$ cat src/rtl/mc_sequencer.sv
// rtl/mc_sequencer.sv - multi-cycle CPU control sequencer with memory-wait timeout
module mc_sequencer #(
    parameter int TIMEOUT = 15
) (
    input  logic       clk,
    input  logic       rst,
    input  logic [5:0] opcode,
    input  logic [5:0] funct,
    input  logic       zero,
    input  logic       mem_ready,
    input  logic       stall,
    output logic       mem_req,
    output logic       mem_we,
    output logic       ir_load,
    output logic       pc_load,
    output logic [1:0] pc_sel,
    output logic       rf_we,
    output logic [2:0] state,
    output logic       err
);

    typedef enum logic [2:0] {
        S_FETCH  = 3'd0,
        S_DECODE = 3'd1,
        S_EXEC   = 3'd2,
        S_MEM    = 3'd3,
        S_WB     = 3'd4,
        S_ERR    = 3'd5
    } state_t;

    localparam logic [5:0] OP_RTYPE = 6'b000000;
    localparam logic [5:0] OP_ADDI  = 6'b001000;
    localparam logic [5:0] OP_ANDI  = 6'b001100;
    localparam logic [5:0] OP_LW    = 6'b110000;
    localparam logic [5:0] OP_SW    = 6'b101011;
    localparam logic [5:0] OP_BEQ   = 6'b000100;
    localparam logic [5:0] OP_BNE   = 6'b000101;
    localparam logic [5:0] OP_J     = 6'b000010;
    localparam logic [5:0] OP_JAL   = 6'b000011;
    localparam logic [5:0] FN_JR    = 6'b001000;

    localparam logic [1:0] PC_SEQ = 2'b00;
    localparam logic [1:0] PC_BR  = 2'b01;
    localparam logic [1:0] PC_JMP = 2'b10;
    localparam logic [1:0] PC_REG = 2'b11;

    state_t     cur, nxt;
    logic [5:0] op_q, fn_q;
    logic [3:0] wait_cnt;
    logic       err_q;

    logic       req_c, we_c, irl_c, pcl_c, rfw_c, waiting;
    logic [1:0] psel_c;
    logic       timeout_hit;

    // Fires on the TIMEOUT-th consecutive unacknowledged cycle.
    assign timeout_hit = (int'(wait_cnt) + 1 >= TIMEOUT);

    always_comb begin
        nxt     = cur;
        req_c   = 1'b0;
        we_c    = 1'b0;
        irl_c   = 1'b0;
        pcl_c   = 1'b0;
        psel_c  = PC_SEQ;
        rfw_c   = 1'b0;
        waiting = 1'b0;
        case (cur)
            S_FETCH: begin
                if (!stall) begin
                    req_c   = 1'b1;
                    waiting = 1'b1;
                    if (mem_ready) begin
                        irl_c = 1'b1;
                        nxt   = S_DECODE;
                    end else if (timeout_hit) begin
                        nxt = S_ERR;
                    end
                end
            end
            S_DECODE: nxt = S_EXEC;
            S_EXEC: begin
                nxt = S_FETCH;
                case (op_q)
                    OP_RTYPE: begin
                        if (fn_q == FN_JR) begin
                            pcl_c  = 1'b1;
                            psel_c = PC_REG;
                        end else begin
                            nxt = S_WB;
                        end
                    end
                    OP_ADDI, OP_ANDI: nxt = S_WB;
                    OP_LW, OP_SW:     nxt = S_MEM;
                    OP_BEQ: begin
                        pcl_c  = 1'b1;
                        psel_c = zero ? PC_BR : PC_SEQ;
                    end
                    OP_BNE: begin
                        pcl_c  = 1'b1;
                        psel_c = zero ? PC_SEQ : PC_BR;
                    end
                    OP_J: begin
                        pcl_c  = 1'b1;
                        psel_c = PC_JMP;
                    end
                    OP_JAL: begin
                        pcl_c  = 1'b1;
                        psel_c = PC_JMP;
                        rfw_c  = 1'b1;
                    end
                    default: pcl_c = 1'b1;
                endcase
            end
            S_MEM: begin
                req_c   = 1'b1;
                we_c    = (op_q == OP_SW);
                waiting = 1'b1;
                if (mem_ready) begin
                    if (op_q == OP_SW) begin
                        pcl_c = 1'b1;
                        nxt   = S_FETCH;
                    end else begin
                        nxt = S_WB;
                    end
                end else if (timeout_hit) begin
                    nxt = S_ERR;
                end
            end
            S_WB: begin
                rfw_c = 1'b1;
                pcl_c = 1'b1;
                nxt   = S_FETCH;
            end
            S_ERR:   nxt = S_ERR;
            default: nxt = S_FETCH;
        endcase
    end

    always_ff @(posedge clk) begin
        if (!rst) begin
            cur      <= S_FETCH;
            op_q     <= 6'd0;
            fn_q     <= 6'd0;
            wait_cnt <= 4'd0;
            err_q    <= 1'b0;
        end else begin
            cur <= nxt;
            if (cur == S_DECODE) begin
                op_q <= opcode;
                fn_q <= funct;
            end
            if (nxt != cur || !waiting)
                wait_cnt <= 4'd0;
            else if (wait_cnt != 4'hF)
                wait_cnt <= wait_cnt + 4'd1;
            if (nxt == S_ERR)
                err_q <= 1'b1;
        end
    end

    // Reset is synchronous, so outputs are masked while it is held low.
    assign mem_req = rst & req_c;
    assign mem_we  = rst & we_c;
    assign ir_load = rst & irl_c;
    assign pc_load = rst & pcl_c;
    assign pc_sel  = rst ? psel_c : 2'b00;
    assign rf_we   = rst & rfw_c;
    assign state   = rst ? cur : S_FETCH;
    assign err     = rst & err_q;

endmodule

$ cat config.mk
export PLATFORM = sky130hd
export DESIGN_NAME = mc_sequencer
export DESIGN_NICKNAME = d
export VERILOG_FILES = /design/src/rtl/mc_sequencer.sv
export SDC_FILE = /design/constraint.sdc
export NUM_CORES = 1
export LEC_CHECK = 0
export ABC_AREA = 0
export CORE_UTILIZATION = 45
export CTS_CLUSTER_DIAMETER = 100
export DETAILED_ROUTE_END_ITERATION = 7
export PLACE_DENSITY = 0.72
export SLEW_MARGIN = 20
export SYNTH_ARGS = -nofsm -noshare
export SYNTH_HDL_FRONTEND = slang
export SYNTH_SLANG_ARGS = --single-unit
export TNS_END_PERCENT = 20
$ cat constraint.sdc
create_clock -name clk -period 2.4 [get_ports clk]
set_input_delay 0.24 -clock clk [delete_from_list [all_inputs] [get_ports clk]]
set_output_delay 0.24 -clock clk [all_outputs]
set_load 0.01 [all_outputs]
==> flow_metrics.tcl <==
set metrics [dict create \
    status "finished clean" \
    seqPwrFrac 0.473 \
    ys_seq_area_frac 0.3092 \
    cp_max_fo 5 \
    internal-power_mw 0.5812 \
    period_share 0.9517 \
    ys_async_sr_fraction 0 \
    io_buffer_count 27 \
    cts_made_buffers 3 \
    grt_max_degree 22 \
    max_slew.worst_pin.slew_ps 473.5 \
    fin_cells 210 \
    cap_violations 0 \
    grt-ovfl-total 0 \
    net-switching-power_mw 0.1799 \
    slew_headroom 0.6814 \
    worstRegToRegCells 7 \
    cp.arrival_ps 2040 \
    synth_cell_type_count 51 \
    layout_common_cells "25 x clkdlybuf4s50_1, 16 x nor2b_1, 16 x dfxtp_1" \
    clockPowerShare 0.370 \
    place_congestion 0.8209 \
    path_class "reg2out" \
    switching_share 0.2364 \
    power.density_nw_per_um2 459.1 \
    rows 19 \
    drc 0 \
    totalWireLength_mm 2.854 \
    finalCoreUtilization 0.6064 \
    postCtsHoldBufs 0 \
    die_w_um 55.65 \
    critPathRequiredTime_ps 2160 \
    core_um2 2734 \
    irDropWorstVdd_mv 0.4490 \
    ios 28 \
    ant_nets 0 \
    cts_tree "built" \
    yosysWarnings 0 \
    antenna_found_initial 0 \
    vias 1220 \
    first_pass_iters 4 \
    ys_top_cells_by_area "dfxtp_1 31%, mux2i_1 10%, nor2b_1 7.7%" \
    hold_violations 0 \
    dpl.cell_count 206 \
    mappedNetlistNets 171 \
    cts.sinks 20 \
    synthFlopType "dfxtp_1" \
    grt_usage 0.1883 \
    clockBufferDepth 2 \
    power_frac_comb 0.157 \
    synth_edf_count 0 \
    post-route-min-period_ps 2284 \
    end_kind "output port" \
    setup_tns_ps 0 \
    grt_pass1_wl_mm 4.685 \
    fmax_ghz 0.4378 \
    place.detailed.hpwl_mm 2.054 \
    hold_class "reg2reg" \
    min_path_cells 2 \
    synth_top_area_cell "dfxtp_1" \
    cts.clk_slew.worst_paths_ps 120 \
    finalMaxSlewViolations 0 \
    syn_inst 152 \
    report.final.setup_viol 0 \
    die_y_um 55.65 \
    die_area_um2 3096 \
    synth_area_per_cell_um2 8.520 \
    areaGrowthSynthToFinish_pct 28.02 \
    grt_pass1_vias 1078 \
    layout-drive-gt1-share 0.1285 \
    dp_slack_ps 262.9 \
    mostFrequentLayoutCell "clkdlybuf4s50_1" \
    initial_utilization 0.4737 \
    drtIter0Drc 59 \
    h-tree-depth 1 \
    vias_per_cell 5.810 \
    clkLatencyLatePin_ps 310 \
    synth_area_um2 1295 \
    start_kind "register" \
    wire_per_inst_um 13.59 \
    synth-seq-cells 20 \
    num-nets-final 199 \
    leakage_nw 0.5962 \
    synth_top_area_frac 0.3092 \
    root_buffer "clkbuf_4" \
    setup_slack_ps 116.0 \
    clock_skew_ps 3.939 \
    antenna_cells 0 \
]
-- routing by layer --
layer  share of wire  track usage
met5               0            0
met4          0.0095      0.06071
met3           0.047      0.04651
met2            0.46       0.2892
met1            0.48       0.2595
-- cells in the mapped netlist, types with 3 or more instances --
cell type and instances:
nand3_1 3, o21ai_0 7, nor2b_1 16, inv_1 5
nor2_1 10, mux2i_1 13, nand2_1 9, nor4_1 4
a21oi_1 6, and2_1 5, nand2b_1 4, dfxtp_1 20
clkbuf_4 3, o21ai_1 3
-- logic make-up (layout without fill, tap and decap cells) --
family,after synthesis,in the layout,share of synthesized area
buffers and inverters,13,40,0.05410
and+or+nand+nor,68,68,0.3092
adders and majority gates,2,2,0.01932
AOI/OAI and AO/OA,35,35,0.2010
muxes,13,13,0.1005
xor gates and xnor gates,1,1,0.006765
DFF,20,20,0.3092
-- through the flow --
stage	hold slack, ps	power (mW)	instance area [um2]
3_3_place_gp	458.4	0.4804	1583
4_1_cts	477.1	0.7650	1648
3_5_place_dp	453.3	0.4836	1583
5_1_grt	515.8	0.7969	1658
2_1_floorplan	409.1	0.4354	1295
6_report	476.3	0.7612	1658
-- path summary, 6_finish.rpt --
kind,start,end,slack (ps)
worst max-delay path,op_q[5],pc_sel[1],120
worst min-delay path,err_q,err_q,480
worst max register to register,wait_cnt[0],wait_cnt[1],350
worst min register to register,err_q,err_q,480
-- critical path, stage by stage, from the launching register on --
cell	delay [ps]
dfxtp_1	370
or3_1	420
nor3_2	150
nor3b_1	220
clkdlybuf4s50_1	580
-- registers in the layout, indices dropped and copies added, names as in the netlist --
register	count
wait_cnt	4
op_q	6
err_q	1
fn_q	6
cur	3
-- area by class of cell --
| class | count | area (um2) |
|---|---|---|
| multi-input combinational | 119 | 840.8 |
| timing repair buffer | 31 | 301.5 |
| fill | 241 | 1076 |
| tap | 31 | 38.79 |
| sequential | 20 | 405.4 |
| clock buffer | 3 | 22.52 |
| clock inverter | 1 | 30.03 |
| inverter | 5 | 18.77 |
-- power by group through the flow --
stage	clock network [mW]	registers [mW]	logic, mW
2_1_floorplan	0	0.358	0.0776
3_3_place_gp	0	0.365	0.115
3_5_place_dp	0	0.366	0.118
4_1_cts	0.287	0.359	0.119
5_1_grt	0.304	0.362	0.131
6_report	0.282	0.360	0.120
-- timing repair --
item	in CTS	in global routing
setup endpoints to repair	2	3
setup buffers	0	0
resized for setup	5	4
pin swaps	0	0
No activity file was read; power rests on OpenSTA's default activity.
